--- src/rtl/fft_pkg.sv ---
// Shared FFT datapath definitions: sample format, complex type and the
// half-scaling helper used when MDC_COMMUTATOR_SCALE_EN is defined.
package fft_pkg;

    localparam int DW        = 16;
    localparam int FRAC_BITS = 8;

    typedef struct packed {
        logic signed [DW-1:0] re;
        logic signed [DW-1:0] im;
    } cplx_t;

    // (x + 1) >>> 1 evaluated at DW+1 bits, then truncated back to DW.
    // Bits [DW:1] of the widened sum are exactly that shifted result.
    function automatic logic signed [DW-1:0] scale_half(input logic signed [DW-1:0] x);
        logic signed [DW:0] w_sum;
        w_sum = {x[DW-1], x} + (DW+1)'(1);
        return w_sum[DW:1];
    endfunction

endpackage

--- src/rtl/mdc_delay_line.sv ---
// Enable-gated fixed delay of DEPTH beats. A ring buffer is used for
// DEPTH > 1, a single register for DEPTH == 1. Contents are not reset.
module mdc_delay_line #(
    parameter int DEPTH = 4,
    parameter int WIDTH = 32
) (
    input  logic             clk,
    input  logic             en,
    input  logic [WIDTH-1:0] din,
    output logic [WIDTH-1:0] dout
);

    generate
        if (DEPTH == 1) begin : g_reg
            logic [WIDTH-1:0] r_q;

            // Single-stage delay, advances only on enabled beats
            always_ff @(posedge clk) begin
                if (en) r_q <= din;
            end

            assign dout = r_q;
        end else begin : g_ring
            localparam int PW = $clog2(DEPTH);

            logic [WIDTH-1:0] r_mem [DEPTH];
            logic [PW-1:0]    r_ptr;

            // Write at the pointer and advance; the slot being overwritten
            // holds the sample written DEPTH beats ago. Only the relative
            // pointer position matters, so the pointer needs no reset.
            always_ff @(posedge clk) begin
                if (en) begin
                    r_mem[r_ptr] <= din;
                    r_ptr        <= r_ptr + PW'(1);
                end
            end

            assign dout = r_mem[r_ptr];
        end
    endgenerate

endmodule

--- src/rtl/mdc_commutator.sv ---
// R2MDC delay-switch-delay commutator: regroups the two butterfly output
// streams into (A, B) operand pairs of span DELAY for the next stage.
// Optional MDC_COMMUTATOR_SCALE_EN halves every output component
// (round-half-up); otherwise data passes through bit-exact.
module mdc_commutator #(
    parameter int DW    = fft_pkg::DW,
    parameter int DELAY = 4
) (
    input  logic          clk,
    input  logic          rst,
    input  logic          in_valid,
    input  logic [DW-1:0] X0_re,
    input  logic [DW-1:0] X0_im,
    input  logic [DW-1:0] X1_re,
    input  logic [DW-1:0] X1_im,
    output logic          out_valid,
    output logic [DW-1:0] A_re,
    output logic [DW-1:0] A_im,
    output logic [DW-1:0] B_re,
    output logic [DW-1:0] B_im,
    output logic          out_group
);
    import fft_pkg::*;

    localparam int LG = $clog2(DELAY);      // phase bit index
    localparam int TW = LG + 1;             // counter modulo 2*DELAY
    localparam int PW = $clog2(DELAY + 1);  // prime counter saturates at DELAY

    logic [TW-1:0]   r_t;
    logic [PW-1:0]   r_prime;
    logic            w_beat;
    logic            w_p;
    logic            w_primed;
    logic [2*DW-1:0] w_top;
    logic [2*DW-1:0] w_bd;
    logic [2*DW-1:0] w_ain;
    logic [2*DW-1:0] w_a;
    logic [2*DW-1:0] w_bsel;
    logic [DW-1:0]   w_a_re;
    logic [DW-1:0]   w_a_im;
    logic [DW-1:0]   w_b_re;
    logic [DW-1:0]   w_b_im;

    logic            r_out_valid;
    logic            r_out_group;
    logic [DW-1:0]   r_a_re;
    logic [DW-1:0]   r_a_im;
    logic [DW-1:0]   r_b_re;
    logic [DW-1:0]   r_b_im;

    // Reset wins over a coincident beat, so that beat never touches state
    assign w_beat   = in_valid & ~rst;
    assign w_p      = r_t[LG];
    assign w_primed = (r_prime == PW'(DELAY));

    // Beat counter; 2*DELAY is a power of two so it wraps without a bubble
    always_ff @(posedge clk) begin
        if (rst)         r_t <= '0;
        else if (in_valid) r_t <= r_t + TW'(1);
    end

    // Counts the first DELAY beats after reset, then holds
    always_ff @(posedge clk) begin
        if (rst)                         r_prime <= '0;
        else if (in_valid && !w_primed)  r_prime <= r_prime + PW'(1);
    end

    assign w_top = {X0_re, X0_im};

    mdc_delay_line #(
        .DEPTH (DELAY),
        .WIDTH (2*DW)
    ) u_bdel (
        .clk  (clk),
        .en   (w_beat),
        .din  ({X1_re, X1_im}),
        .dout (w_bd)
    );

    // Switch: phase 0 routes top into the A line and delayed bottom to B;
    // phase 1 crosses them over
    assign w_ain  = w_p ? w_bd  : w_top;
    assign w_bsel = w_p ? w_top : w_bd;

    mdc_delay_line #(
        .DEPTH (DELAY),
        .WIDTH (2*DW)
    ) u_adel (
        .clk  (clk),
        .en   (w_beat),
        .din  (w_ain),
        .dout (w_a)
    );

`ifdef MDC_COMMUTATOR_SCALE_EN
    assign w_a_re = scale_half(w_a[2*DW-1:DW]);
    assign w_a_im = scale_half(w_a[DW-1:0]);
    assign w_b_re = scale_half(w_bsel[2*DW-1:DW]);
    assign w_b_im = scale_half(w_bsel[DW-1:0]);
`else
    assign w_a_re = w_a[2*DW-1:DW];
    assign w_a_im = w_a[DW-1:0];
    assign w_b_re = w_bsel[2*DW-1:DW];
    assign w_b_im = w_bsel[DW-1:0];
`endif

    // Output register: loads only when a primed beat completes a pair, so
    // data holds steady through gaps and stays zero until the first pair
    always_ff @(posedge clk) begin
        if (rst) begin
            r_out_valid <= 1'b0;
            r_out_group <= 1'b0;
            r_a_re      <= '0;
            r_a_im      <= '0;
            r_b_re      <= '0;
            r_b_im      <= '0;
        end else begin
            r_out_valid <= w_beat && w_primed;
            if (w_beat && w_primed) begin
                r_out_group <= ~w_p;
                r_a_re      <= w_a_re;
                r_a_im      <= w_a_im;
                r_b_re      <= w_b_re;
                r_b_im      <= w_b_im;
            end
        end
    end

    assign out_valid = r_out_valid;
    assign out_group = r_out_group;
    assign A_re      = r_a_re;
    assign A_im      = r_a_im;
    assign B_re      = r_b_re;
    assign B_im      = r_b_im;

endmodule

--- config.mk ---
export PLATFORM = sky130hd
export DESIGN_NAME = mdc_commutator
export DESIGN_NICKNAME = d
export VERILOG_FILES = /design/src/rtl/fft_pkg.sv /design/src/rtl/mdc_delay_line.sv /design/src/rtl/mdc_commutator.sv
export SDC_FILE = /design/constraint.sdc
export NUM_CORES = 1
export LEC_CHECK = 0
export CORE_ASPECT_RATIO = 0.9
export CORE_MARGIN = 10
export CORE_UTILIZATION = 57
export DETAILED_ROUTE_END_ITERATION = 6
export MAX_ROUTING_LAYER = met4
export PLACE_DENSITY_LB_ADDON = 0.05
export SLEW_MARGIN = 20
export SYNTH_ARGS = -nofsm -noshare
export SYNTH_HDL_FRONTEND = slang
export SYNTH_SLANG_ARGS = --single-unit
export TNS_END_PERCENT = 20
--- constraint.sdc ---
create_clock -name clk -period 3.5 [get_ports clk]
set_input_delay 0.875 -clock clk [delete_from_list [all_inputs] [get_ports clk]]
set_output_delay 0.875 -clock clk [all_outputs]
set_load 0.01 [all_outputs]
==> out/qor.yml <==
timing:
  slew_headroom_pct: 51.21
  rsz0062_at_grt: "no"
  slew_violations: 0
  finClkSkew_ps: 11.01
  fin_setup_tns_ps: 0
  period_share_pct: 68.44
  tightest_slew_ps: 731.9
  hold_ws_ps: 471.3
  fmax_mhz: 417.5
  fin_crit_ps: 2395
  finalSetupViolCount: 0
  hold_viol: 0
floorplanning:
  num_io_pins: 133
  die_h_um: 163.5
  die_w_um: 179.4
  rows: 52
  coreArea_um2: 22510
  initial_core_util_pct: 57.93
  die-area_um2: 29340
synthesis:
  synthesis.instances: 717
  syn-cell-area_um2: 13040
  ys_seq_area_share_pct: 71.23
  synthesis.nets: 795
  synth_cell_types: 28
  syn_area_per_cell_um2: 18.19
  synth-seq-cells: 334
  ys_warn_count: 0
clock_network:
  cts_tree: "built"
  hold_buffers: 0
  cts_setup_buffers: 0
  cts_buffers: 35
  root_buffer: "clkbuf_16"
  clock_sinks: 334
  clk_pin_slew_ps: 60
  cts-htree-levels: 2
  clock_latency_ps: 500
  cts_max_path_buffers: 3
  ctsResizeCount: 0
routing:
  first_pass_iters: 5
  wl_um: 25330
  wire_per_inst_um: 21.50
  route.detailed.drc: 0
  postRouteAntennaNets: 0
  vias: 6543
  drtIter0Drc: 546
  avgViaCountPerCell: 5.554
worst_setup_path:
  crit_path_start_kind: "input port"
  crit_fanout: 32
  crit_required_ps: 3630
  critPathLaunch: "in_valid"
  critPathCapture: "u_bdel.g_ring.r_mem[2][13]"
  r2r_setup_slack_ps: 1270
  critPathArrivalTime_ps: 2530
  end_kind: "register"
  r2r_cells: 3
  critical_path_class: "input port to register"
  r2r_end: "u_adel.g_ring.r_mem[3][10]"
power:
  power.switching_w: 0.001654
  peakVddDrop_v: 0.0004021
  power_density_nw_per_um2: 526.9
  p_leak_nw: 5.056
  pwr-share-clk_pct: 41.2
  combPwrFrac_pct: 5.6
  intPower_w: 0.006583
  switching_share_pct: 20.08
  p_total_w: 0.008237
  power_frac_seq_pct: 53.1
cells_and_area:
  post-route-util_pct: 69.44
  finish.net_count: 933
  synthToLayoutAreaGrowth_pct: 19.86
  final_area_um2: 15630
  layout-drive-gt1-share_pct: 18.52
place:
  portBuffers: 132
  gp_congestion: 0.7812
  dp_hpwl_um: 16710
  place_area_um2: 14570
global_routing:
  grt_max_degree: 132
  grt_pass1_wl_um: 39850
  grt_overflow_total: 0
  antenna_found_initial: 1
  track_usage_pct: 17.63
  grt_pass1_vias: 6951
flow_run:
  maxCapViolCount: 0
hold_path:
  min_path_type: "register to register"
status:
  outcome: "finished, final reports clean"
Yosys cell counts:
cell | number | area, um2
edfxtp_1 | 260 | 7807
dfxtp_1 | 74 | 1481
mux4_2 | 62 | 1396
nor2_1 | 38 | 142.6
mux2i_1 | 34 | 340.3
nand2_1 | 34 | 127.6
o21ai_0 | 33 | 165.2
a211oi_1 | 32 | 240.2
nand2b_1 | 32 | 200.2
mux2_4 | 30 | 450.4
buf_2 | 22 | 110.1
clkbuf_1 | 13 | 48.80
ha_1 | 11 | 137.6
and2_1 | 8 | 50.05
inv_1 | 6 | 22.52
buf_4 | 5 | 37.54
buf_6 | 5 | 56.30
buf_12 | 3 | 60.06
xnor2_1 | 3 | 26.28
and4b_1 | 2 | 20.02
mux2_2 | 2 | 22.52
mux4_1 | 2 | 52.55
a211oi_2 | 1 | 12.51
a21boi_0 | 1 | 7.510
a21oi_1 | 1 | 5.000
nor2b_1 | 1 | 6.260
nor3_1 | 1 | 5.000
xor2_1 | 1 | 8.760
critical path, cell delays in order:
cell             delay (ps)
clkdlybuf4s50_1         660
nor2b_1                 190
buf_4                   210
and2_1                  150
buf_4                   410
kinds of logic (layout without fill, tap and decap cells):
group	count (synthesis)	count (layout)	synth area share (%)
and+or+nand+nor	116	116	4.231
DFF	334	334	71.23
muxes	130	130	17.35
other	0	1	0
buffers and inverters	54	217	2.571
AOI/OAI and AO/OA	68	68	3.300
xor gates and xnor gates	4	4	0.2687
adders and majority gates	11	11	1.055
per-stage QoR:
| stage | cells | setup slack, ps |
|---|---|---|
| 5_1_grt | 1178 | 993.6 |
| 6_report | 1178 | 1105 |
| 3_5_place_dp | 1115 | 572.6 |
| 2_1_floorplan | 717 | 707.1 |
| 3_3_place_gp | 1115 | 639.9 |
| 4_1_cts | 1177 | 1084 |
state kept, by name (all words and copies together) (netlist names), named ones only:
register,count
r_prime,3
out_valid,1
u_bdel.g_ring.r_mem,128
A_im,16
A_re,16
r_t,3
u_bdel.g_ring.r_ptr,2
u_adel.g_ring.r_mem,128
B_im,16
out_group,1
u_adel.g_ring.r_ptr,2
B_re,16
layer usage:
metal  global-route usage [%]  vias to the layer above  part of all wire [%]
met2                    27.88                      152                    49
met3                    3.274                       38                   4.6
met5                        -                        -                     0
li1                         -                     3058                     -
met4                    4.957                        0                   1.9
met1                    23.17                     3295                    44
placed cells by master, fill, tap and decap left out, types with 4 or more instances in the layout:
master             n
edfxtp_1         260
clkdlybuf4s50_1  131
dfxtp_1           72
mux4_2            62
nor2_1            38
clkbuf_16         37
nand2_1           34
mux2i_1           34
o21ai_0           33
a211oi_1          32
nand2b_1          32
mux2_4            30
buf_4             16
ha_1              11
clkbuf_1          11
and2_1             8
inv_1              6
clkinv_2           5
clkinv_1           4
layout make-up:
cell class / instances / area [um2]
Clock buffer: 51 / 1008
Antenna cell: 1 / 2.502
Clock inverter: 11 / 55.05
Sequential cell: 334 / 9294
Tap cell: 297 / 371.6
Inverter: 6 / 22.52
Timing Repair Buffer: 149 / 1456
Multi-Input combinational cell: 329 / 3421
Fill cell: 1505 / 6880
power by group through the flow:
stage / combinational [W] / sequential (W) / clock [W]
CTS: 0.000470 / 0.00438 / 0.00347
global route: 0.000503 / 0.00438 / 0.00365
global placement: 0.000454 / 0.00445 / 0
finish: 0.000464 / 0.00438 / 0.00340
detailed placement: 0.000469 / 0.00446 / 0
floorplan: 0.000296 / 0.00445 / 0
worst min path at each step:
stage,startpoint,end,slack [ps],cells past startpoint
2_1_floorplan,r_t[1],r_t[1],460,2
3_3_place_gp,A_im[7],A_im[7],460,2
3_5_place_dp,A_re[15],A_re[15],460,2
4_1_cts,A_re[8],A_re[8],480,2
5_1_grt,A_re[8],A_re[8],490,2
6_report,A_re[13],A_re[13],470,2
Note: power is estimated with default switching activity, not from simulation.
